[src/rtl/pacman_death_sequencer.sv]
// Death sequencer: freezes play on Pac-Man's death, steps the death animation on frame ticks,
// then respawns or holds game-over until start. Optional READY hold via `DEATH_READY_HOLD_EN.
module pacman_death_sequencer #(
  parameter int unsigned FREEZE_FRAMES   = 60,
  parameter int unsigned ANIM_FRAMES     = 11,
  parameter int unsigned FRAMES_PER_STEP = 6,
  parameter int unsigned READY_FRAMES    = 120
) (
  input  logic       clk,
  input  logic       reset_n,
  input  logic       frame_tick,
  input  logic       pacman_dead,
  input  logic       lives_nonzero,
  input  logic       start_btn,
  output logic       freeze,
  output logic       death_anim_en,
  output logic [3:0] death_frame,
  output logic       respawn,
  output logic       restart,
  output logic       game_over,
  output logic       ready_en,
  output logic [2:0] state
);

  localparam int unsigned CNT_W   = 8;
  localparam int unsigned FRAME_W = 4;

  typedef enum logic [2:0] {
    S_PLAY    = 3'd0,
    S_FREEZE  = 3'd1,
    S_ANIM    = 3'd2,
    S_RESPAWN = 3'd3,
    S_READY   = 3'd4,
    S_OVER    = 3'd5
  } state_e;

  state_e             state_q, state_d;
  logic [CNT_W-1:0]   cnt_q, cnt_d;
  logic [FRAME_W-1:0] frame_q, frame_d;
  logic               dead_q, start_q;
  logic               freeze_q, anim_en_q, respawn_q, restart_q, restart_d, game_over_q;
  logic               death_edge, start_edge;

  assign death_edge = pacman_dead & ~dead_q;
  assign start_edge = start_btn & ~start_q;

  // Next-state, counter and frame-index logic
  always_comb begin
    state_d   = state_q;
    cnt_d     = cnt_q;
    frame_d   = frame_q;
    restart_d = 1'b0;
    case (state_q)
      S_PLAY: begin
        if (death_edge) begin
          state_d = S_FREEZE;
          cnt_d   = CNT_W'(FREEZE_FRAMES - 1);
        end
      end
      S_FREEZE: begin
        if (frame_tick) begin
          if (cnt_q == '0) begin
            state_d = S_ANIM;
            frame_d = '0;
            cnt_d   = CNT_W'(FRAMES_PER_STEP - 1);
          end else begin
            cnt_d = cnt_q - CNT_W'(1);
          end
        end
      end
      S_ANIM: begin
        if (frame_tick) begin
          if (cnt_q == '0) begin
            if (frame_q == FRAME_W'(ANIM_FRAMES - 1)) begin
              state_d = lives_nonzero ? S_RESPAWN : S_OVER;
            end else begin
              frame_d = frame_q + FRAME_W'(1);
              cnt_d   = CNT_W'(FRAMES_PER_STEP - 1);
            end
          end else begin
            cnt_d = cnt_q - CNT_W'(1);
          end
        end
      end
      S_RESPAWN: begin
`ifdef DEATH_READY_HOLD_EN
        state_d = S_READY;
        cnt_d   = CNT_W'(READY_FRAMES - 1);
`else
        state_d = S_PLAY;
`endif
      end
`ifdef DEATH_READY_HOLD_EN
      S_READY: begin
        if (frame_tick) begin
          if (cnt_q == '0) state_d = S_PLAY;
          else             cnt_d   = cnt_q - CNT_W'(1);
        end
      end
`endif
      S_OVER: begin
        // restart pulses first; the move to RESPAWN follows one cycle later
        if (restart_q)       state_d   = S_RESPAWN;
        else if (start_edge) restart_d = 1'b1;
      end
      default: begin
        state_d = S_PLAY;
        cnt_d   = '0;
      end
    endcase
    if (state_d == S_RESPAWN) frame_d = '0;
  end

  // State, edge-detect and registered-output flops
  always_ff @(posedge clk or negedge reset_n) begin
    if (!reset_n) begin
      state_q     <= S_PLAY;
      cnt_q       <= '0;
      frame_q     <= '0;
      dead_q      <= 1'b0;
      start_q     <= 1'b0;
      freeze_q    <= 1'b0;
      anim_en_q   <= 1'b0;
      respawn_q   <= 1'b0;
      restart_q   <= 1'b0;
      game_over_q <= 1'b0;
    end else begin
      state_q     <= state_d;
      cnt_q       <= cnt_d;
      frame_q     <= frame_d;
      dead_q      <= pacman_dead;
      start_q     <= start_btn;
      freeze_q    <= (state_d != S_PLAY);
      anim_en_q   <= (state_d == S_ANIM);
      respawn_q   <= (state_d == S_RESPAWN);
      restart_q   <= restart_d;
      game_over_q <= (state_d == S_OVER);
    end
  end

`ifdef DEATH_READY_HOLD_EN
  logic ready_q;
  always_ff @(posedge clk or negedge reset_n) begin
    if (!reset_n) ready_q <= 1'b0;
    else          ready_q <= (state_d == S_READY);
  end
  assign ready_en = ready_q;
`else
  assign ready_en = 1'b0;
`endif

  assign state         = state_q;
  assign freeze        = freeze_q;
  assign death_anim_en = anim_en_q;
  assign death_frame   = frame_q;
  assign respawn       = respawn_q;
  assign restart       = restart_q;
  assign game_over     = game_over_q;

endmodule

[config.mk]
export PLATFORM = sky130hd
export DESIGN_NAME = pacman_death_sequencer
export DESIGN_NICKNAME = d
export VERILOG_FILES = /design/src/rtl/pacman_death_sequencer.sv
export SDC_FILE = /design/constraint.sdc
export NUM_CORES = 1
export LEC_CHECK = 0
export BUFFER_PORTS_ARGS = -buffer_cell sky130_fd_sc_hd__buf_2
export CAP_MARGIN = 25
export CORE_AREA = 2 2 49 62
export DETAILED_ROUTE_END_ITERATION = 10
export DIE_AREA = 0 0 51 64
export PLACE_DENSITY = 0.83
export SLEW_MARGIN = 0
export SYNTH_ARGS = -nofsm -noshare
export SYNTH_HDL_FRONTEND = slang
export SYNTH_SLANG_ARGS = --single-unit
[constraint.sdc]
create_clock -name clk -period 1.91 [get_ports clk]
set_input_delay 0.0955 -clock clk [delete_from_list [all_inputs] [get_ports clk]]
set_output_delay 0.0955 -clock clk [all_outputs]
set_load 0.02 [all_outputs]
* Yosys cells after proc, flatten, opt, wreduce, memory -nomap -nowiden
Cells that the tools add are included.
** Storage, ports and cells
- Bits in registers :: 22
- Output and inout bits :: 13
- Input bits :: 6
** Cells by class
- Eq/ne operators :: 17
- Reduce and logical (&&, ||, !) cells :: 7
- Bitwise operators :: 5
- Add/sub/neg operators :: 2
- Multiplexer cells :: 26
** Operators with widths (number)
- 8-bit two-way mux :: 6
- 8-bit case mux with 4 select lines :: 1
- 3-bit two-way mux :: 8
- 4-bit two-way mux :: 6
- 3-bit inequality test (second input constant) :: 6
- 3-bit by 2-bit == test with 1-bit output (second input constant) :: 4
- 3-bit case mux with 4 select lines :: 1
- 8-bit zero test :: 1
- 4-bit case mux with 2 select lines :: 1
- 8-bit by 1-bit subtractor with 8-bit output (second input constant) :: 1
- 3-bit == test (second input constant) :: 2
- 2-bit inequality test (second input constant) :: 3
- 6-bit AND reduction :: 1
- 3-bit nonzero test :: 2
- 5-bit AND reduction :: 1
- 4-bit by 1-bit adder with 4-bit output (second input constant) :: 1
- 4-bit == test (second input constant) :: 1
- 3-bit by 1-bit == test with 1-bit output (second input constant) :: 1
- 3-bit zero test :: 1
- 1-bit two-way mux :: 3
- 1-bit inverter :: 3
- 1-bit AND :: 2
- 2-bit OR reduction :: 1

* Logic depth before layout (Yosys ltp)
Gate-level depths: netlist of run 1.
- Depth in word-level cells :: 8
- Depth in mapped cells :: 8
- Gate-level depth less buffers :: 7

* Least setup slack after synthesis of run 1
OpenSTA, ideal clock, no wires.
- Path type :: reg2reg
- Start :: register cnt_q[0]
- End :: register frame_q[2] (netlist: death_frame[2])
- Path slack :: -0.009 ns
- Stages on the path, launching flop included :: 8
- Library setup time :: 0.133 ns
- Clock period less this slack :: 1.919 ns
- Arrival time :: 1.786 ns
- Cells stage by stage :: dfrtp_1 inv_1 ha_1 or4b_4 nor4_4 a211oi_2 nor2_2 nor3_1
** Between the ends
- Cells in the longest elaborated chain, start to end :: 7
** RTL lines
- from (decl) :: RTL line 38 : logic [CNT_W-1:0] cnt_q, cnt_d;
- from (signal assigned) :: RTL line 129 : cnt_q <= cnt_d;
- 8-bit zero test (*) :: RTL line 62, 73
- 3-bit two-way mux, on equally long branches :: RTL line 73, 62
- 3-bit two-way mux, on equally long branches :: RTL line 72, 61
- 3-bit case mux with 4 select lines :: RTL line 53 : case (state_q)
- 3-bit by 2-bit == test with 1-bit output :: RTL line 111 : if (state_d == S_RESPAWN) frame_d = '0;
- 3-bit inequality test (no source line) or 3-bit nonzero test (tied branches)
- 6-bit AND reduction (no source line)
- to (signal assigned) :: RTL line 130 : frame_q <= frame_d;
- to (decl) :: RTL line 39 : logic [FRAME_W-1:0] frame_q, frame_d;
Every way passes the cells marked *; elsewhere a longest branch is shown, timed or not.
A chain may end at the register's enable or synchronous reset.

* Final worst setup path of run 1
- Start :: register frame_q[0] (netlist: death_frame[0])
- End :: register frame_q[1] (netlist: death_frame[1])
** Between the ends
- Cells in the longest elaborated chain, start to end :: 8
** RTL lines
- 4-bit == test :: RTL line 74 : if (frame_q == FRAME_W'(ANIM_FRAMES - 1)) begin
- 3-bit two-way mux :: RTL line 74
- 3-bit two-way mux :: RTL line 73 : if (cnt_q == '0) begin
- 3-bit two-way mux :: RTL line 72 : if (frame_tick) begin
- 3-bit case mux with 4 select lines :: RTL line 53
- 3-bit by 2-bit == test with 1-bit output :: RTL line 111
- 3-bit inequality test (no source line) or 3-bit nonzero test (tied branches)
- 6-bit AND reduction (no source line)
Several ways; a longest one is shown, not always the timed one. The select of a mux whose other input is x is not followed.

==> results of run 1 <==
-- Yosys cell counts, types with 2 or more instances --
master / instances
a21oi_1: 10
a31oi_1: 4
and2_1: 2
buf_2: 2
dfrtp_1: 22
ha_1: 3
inv_1: 9
nand2_1: 10
nand2b_1: 2
nand3_1: 2
nand3b_1: 2
nand4_1: 2
nor2_1: 11
nor3_1: 8
nor3b_1: 3
o21ai_0: 8
o22ai_1: 2
o31ai_1: 2
or3_1: 2
or3b_2: 3
xnor2_1: 2
-- stage by stage --
stage,setup slack [ns],hold WS [ns],TNS (ns),utilization
after floorplan,0.0143,-0.200,0,-
after global placement,-0.0311,0.0698,-0.0953,0.564
after detailed placement,-0.0971,0.0835,-0.520,0.564
after CTS,0.00279,0.0976,0,0.600
after global routing,-0.0618,0.136,-0.226,0.634
final,0.0204,0.117,0,0.634
-- layer usage --
| layer | track usage | vias up | wire, um | part of all wire |
|---|---|---|---|---|
| met5 | 0 | - | 0 | 0 |
| met4 | 0.105 | 0 | 189 | 0.052 |
| met3 | 0.0210 | 19 | 156 | 0.043 |
| met2 | 0.399 | 53 | 1870 | 0.52 |
| met1 | 0.283 | 603 | 1410 | 0.39 |
| li1 | - | 570 | - | - |
-- cells in the final DEF, fill, tap and decap left out, types with 2 or more instances in the layout --
| cell | count |
|---|---|
| dlygate4sd3_1 | 3 |
| clkbuf_4 | 3 |
| and2_1 | 2 |
| or3b_2 | 2 |
| a31oi_1 | 3 |
| nand3b_1 | 2 |
| nor3_1 | 6 |
| inv_1 | 7 |
| nand3_1 | 2 |
| nand4_1 | 2 |
| o22ai_1 | 2 |
| nor3b_1 | 3 |
| buf_2 | 17 |
| xnor2_1 | 2 |
| a21oi_1 | 10 |
| ha_1 | 2 |
| nor2_1 | 11 |
| nand2b_1 | 2 |
| nand2_1 | 9 |
| buf_4 | 19 |
| inv_2 | 2 |
| o31ai_1 | 2 |
| o21ai_0 | 7 |
| dfrtp_1 | 21 |
-- final cells by class --
cell class                 count  area [sq um]  share of cell area
clock buffer                   3          22.5              0.0134
inverter                       9          33.8              0.0201
multi-input combinational     99           754               0.448
sequential                    22           552               0.328
tap                           34          42.5              0.0253
timing repair buffer          40           278               0.165
-- worst max-delay path, stage by stage (launching register included) --
cell	delay (ns)
dfrtp_2	0.43
inv_1	0.06
ha_1	0.24
and3b_1	0.24
o21a_1	0.24
or3_4	0.35
a21oi_1	0.17
nor2_1	0.07
-- path summary, 6_finish.rpt --
check | start | to | slack, ns
max | death_frame[0]$_DFFE_PN0P_ | death_frame[1]$_DFFE_PN0P_ | 0.02
min | lives_nonzero | state[2]$_DFF_PN0_ | 0.12
max reg2reg | death_frame[0]$_DFFE_PN0P_ | death_frame[1]$_DFFE_PN0P_ | 0.02
min reg2reg | start_q$_DFF_PN0_ | restart$_DFF_PN0_ | 0.44
max in group asynchronous | reset_n | death_frame[0]$_DFFE_PN0P_ | 1.30
min in group asynchronous | reset_n | death_frame[2]$_DFFE_PN0P_ | 0.26
-- power by group --
part,switching (mW),leakage (nW),total (mW),internal (mW)
combinational,0.547,0.432,0.963,0.417
sequential,0.109,0.280,0.669,0.561
clock,0.144,0.0138,0.218,0.0741
-- kinds of logic (layout without fill, tap and decap cells) --
kind of cell               after synthesis  in the layout  synth area share
other                                    1              1           0.00289
buffers and inverters                   14             52            0.0512
AOI/OAI and AO/OA                       33             33             0.174
DFF                                     22             22             0.425
adders and majority gates                3              3            0.0290
and+or+nand+nor                         60             60             0.305
xor gates and xnor gates                 2              2            0.0135
-- timing repair --
item | 4_1_cts | 5_1_grt
cloned | 0 | 0
resized for setup | 4 | 14
setup buffers | 3 | 3
setup endpoints to repair | 16 | 17
endpoints found under the hold margin | 24 | 0
hold buffers | 3 | 0
pin swaps | 3 | 6
==> flow_summary.toml, run 1 <==
[route]
firstDrtPassIters = 4
drt-initial-drc-count = 64
drt-total-wl_um = 3620
ant_nets = 0
drc_errors = 0
vias = 1245
vias_per_cell = 6.01
wl_per_cell_um = 17.5

[timing]
rsz0062_at_grt = "yes"
relSlewSlack = 0.667
fmax_ghz = 0.529
slew_violations = 0
finalCritPeriodShare = 0.989
finClkSkew_ns = 0.00261
setup_viol = 0
period_minus_slack_ns = 1.89
tightest_slew_ns = 0.496
hold_viol = 0

[synth]
netlist_area_sq_um = 1300
synth_top_cell_by_area = "dfrtp_1"
synth_seq_area_share = 0.425
synth-async-reset-ratio = 1.00
syn_inst = 135
ys_ff_latch = 22
yosysWarnings = 0
synth_edf_count = 0
yosys-top-cells-area = "dfrtp_1, a21oi_1, nor2_1"
syn_nets = 144
ys.flop_type = "dfrtp_1"
syn_avg_cell_area_sq_um = 9.60
synth_cell_type_count = 45
yosysTopAreaCellShare = 0.425

[global_route]
overflow = 0
grt_max_degree = 23
grt_usage = 0.230
antenna_found_initial = 0
grt_pass1_wl_um = 5780
grt_pass1_vias = 1242

[placement]
dp.cells = 195
hpwlAfterDp_um = 2280
gp_congestion = 0.899
portBuffers = 17
post_dp_cell_area_sq_um = 1500

[worst_hold_path]
holdPathStages = 3
hold_path.class = "input port to flip-flop"

[clock_tree]
htreeDepth = 1
numCtsBuffers = 3
clockRootBuffer = "clkbuf_4"
cts.sinks = 22
clk_latency_ns = 0.32
cts_buffer_depth = 2
clk_pin_slew_ns = 0.12
cts_tree = "yes"

[worst_setup_path]
arrival_ns = 2.10
crit_path_end_kind = "flip-flop"
crit_path_max_fanout = 6
required_ns = 2.12
r2r_cells = 7
critPathLaunchType = "flip-flop"
path_class = "flip-flop to flip-flop"

[layout]
area_growth_pct = 29.8
finalInstanceArea_sq_um = 1680
diodes = 0
largest_register = "cnt_q"
largest_reg_flops = 8
layout.nets = 184
fill_cells = 194
instances_no_fill = 207
drive_above_1_share = 0.382

[floorplanning]
die_h_um = 64
core_sq_um = 2650
fp.dieW_um = 51
dieArea_sq_um = 3260
top_level_ports = 19
core.rowCount = 21
initial_core_util = 0.488

[run]
drv_cap = 0

[pwr]
p_per_area_nw_per_um2 = 1100
power_leakage_nw = 0.726
power.total_mw = 1.85
ir_drop_mv = 0.622

[outcome]
outcome = "complete, no violations"
Note: power is estimated with default switching activity, not from simulation.
==> run 2: changes to the inputs <==
--- a/config.mk
+++ b/config.mk
@@ -7,10 +7,10 @@
 export LEC_CHECK = 0
 export BUFFER_PORTS_ARGS = -buffer_cell sky130_fd_sc_hd__buf_2
 export CAP_MARGIN = 25
-export CORE_AREA = 2 2 49 62
+export CORE_AREA = 2 2 54 56
 export DETAILED_ROUTE_END_ITERATION = 10
-export DIE_AREA = 0 0 51 64
-export PLACE_DENSITY = 0.83
+export DIE_AREA = 0 0 56 58
+export PLACE_DENSITY = 0.81
 export SLEW_MARGIN = 0
 export SYNTH_ARGS = -nofsm -noshare
 export SYNTH_HDL_FRONTEND = slang
==> constraint.sdc (replaced) <==
create_clock -name clk -period 2.25 [get_ports clk]
set_input_delay 0.1125 -clock clk [delete_from_list [all_inputs] [get_ports clk]]
set_output_delay 0.1125 -clock clk [all_outputs]
set_load 0.02 [all_outputs]
==> flow_summary.toml, run 2 (synthesis gave the netlist of run 1 again) <==
[timing]
rsz0062_at_grt = "no"
tightest_slew_ns = 0.556
setup-tns-final_ns = 0
relSlewSlack = 0.629
fmax_ghz = 0.491
setup_viol = 0
period_minus_slack_ns = 2.04
hold_viol = 0
timing.hold.ws_ns = 0.131
slew_violations = 0
finalCritPeriodShare = 0.905
finClkSkew_ns = 0.00545
setup_ws_ns = 0.214

[pwr]
p_per_area_nw_per_um2 = 913
pwr-share-comb = 0.419
power_leakage_nw = 0.648
switchingPower_uw = 567
power.share.clock = 0.156
p_int_uw = 805
ir_drop_mv = 0.691
p_seq_frac = 0.425
swShare = 0.413

[layout]
largest_register = "cnt_q"
drive_above_1_share = 0.264
mostFrequentLayoutCell = "dfrtp_1"
diodes = 0
layout.nets = 169
finalInstanceArea_sq_um = 1500
fill_cells = 249
largest_reg_flops = 8
multi_input_area_sq_um = 691
regArea_sq_um = 551
area_growth_pct = 15.9
layout_common_cells = "dfrtp_1, buf_2, nor2_1"

[outcome]
outcome = "complete, no violations"

[route]
firstDrtPassIters = 4
wl_per_cell_um = 14.1
drc_errors = 0
drt-total-wl_um = 2670
vias = 1095
ant_nets = 0
vias_per_cell = 5.76
drt-initial-drc-count = 27

[floorplanning]
dieArea_sq_um = 3250
core_sq_um = 2660
fp.dieW_um = 56
core.rowCount = 19
die_h_um = 58
initial_core_util = 0.487
top_level_ports = 19

[worst_setup_path]
path_class = "flip-flop to flip-flop"
arrival_ns = 2.23
critPathLaunchType = "flip-flop"
crit_path_end_kind = "flip-flop"
slowest_delay_ns = 0.52
crit_path_max_fanout = 5
required_ns = 2.44
crit_chain = "inv_1 > ha_1 > or4b_4 > nor3_2 > a311oi_2 > nor2_2 > nor3_1"
slowest_stage = "or4b_4"

[global_route]
overflow = 0
grt_usage = 0.184
antenna_found_initial = 0
grt_max_degree = 23
grt_pass1_vias = 1032
grt_pass1_wl_um = 4770

[clock_tree]
cts.sinks = 22
numCtsBuffers = 3
clockRootBuffer = "clkbuf_4"
clk_pin_slew_ns = 0.12
cts_tree = "yes"
clk_latency_ns = 0.31
cts_buffer_depth = 2
htreeDepth = 1

[placement]
hpwlAfterDp_um = 2010
post_dp_cell_area_sq_um = 1410
place_ws_ns = 0.154
gp_congestion = 0.927
portBuffers = 17

[run]
drv_cap = 0

[worst_hold_path]
hold_path.class = "input port to flip-flop"
==> run 2: timing repair <==
action	4_1_cts	5_1_grt
endpoints found under the hold margin	24	0
setup buffers	0	2
gates resized for setup	0	2
hold buffers	3	0
endpoints found under the setup margin	0	9
==> run 2: final timing paths <==
kind	from	to	slack, ns	cells after the start
max in group asynchronous	reset_n	state[2]$_DFF_PN0_	1.63	2
min reg2reg	start_q$_DFF_PN0_	restart$_DFF_PN0_	0.42	1
max reg2reg	cnt_q[0]$_DFFE_PN0P_	death_frame[2]$_DFFE_PN0P_	0.21	7
min	lives_nonzero	state[2]$_DFF_PN0_	0.13	3
max	cnt_q[0]$_DFFE_PN0P_	death_frame[2]$_DFFE_PN0P_	0.21	7
min in group asynchronous	reset_n	death_frame[1]$_DFFE_PN0P_	0.28	2
==> run 2: through the flow <==
| stage | utilization | power [mW] | std cells |
|---|---|---|---|
| floorplan | - | 0.994 | 135 |
| global placement | 0.530 | 1.11 | 181 |
| detailed placement | 0.530 | 1.13 | 181 |
| CTS | 0.555 | 1.35 | 188 |
| global route | 0.564 | 1.47 | 190 |
| finish | 0.564 | 1.37 | 190 |
==> run 2: power by group through the flow <==
stage               Sequential (mW)  Clock, mW  Combinational, mW
floorplan                     0.573          0              0.421
global placement              0.585          0              0.521
detailed placement            0.589          0              0.539
CTS                           0.581      0.219              0.550
global route                  0.600      0.235              0.634
finish                        0.583      0.215              0.575
==> run 2: metal layers <==
| metal | part of all wire | global-route usage |
|---|---|---|
| met1 | 0.47 | 0.255 |
| met2 | 0.48 | 0.296 |
| met3 | 0.040 | 0.0223 |
| met4 | 0.011 | 0.0748 |
| met5 | 0 | 0 |
==> run 2: worst max-delay path: cells and delay by family, from the launching register on <==
| family | cells | cell delay [ns] |
|---|---|---|
| AO/OA/AOI/OAI | 1 | 0.15 |
| adder cells (fa/ha/maj) | 1 | 0.21 |
| buffers and inverters | 1 | 0.09 |
| flip-flops | 1 | 0.42 |
| AND/OR/NAND/NOR | 4 | 1.05 |
==> run 2: final cells by class <==
| cell class | count | share of cell area |
|---|---|---|
| clock buffer | 4 | 0.0241 |
| inverter | 9 | 0.0225 |
| multi-input combinational | 99 | 0.460 |
| sequential | 22 | 0.366 |
| tap | 31 | 0.0258 |
| timing repair buffer | 25 | 0.102 |
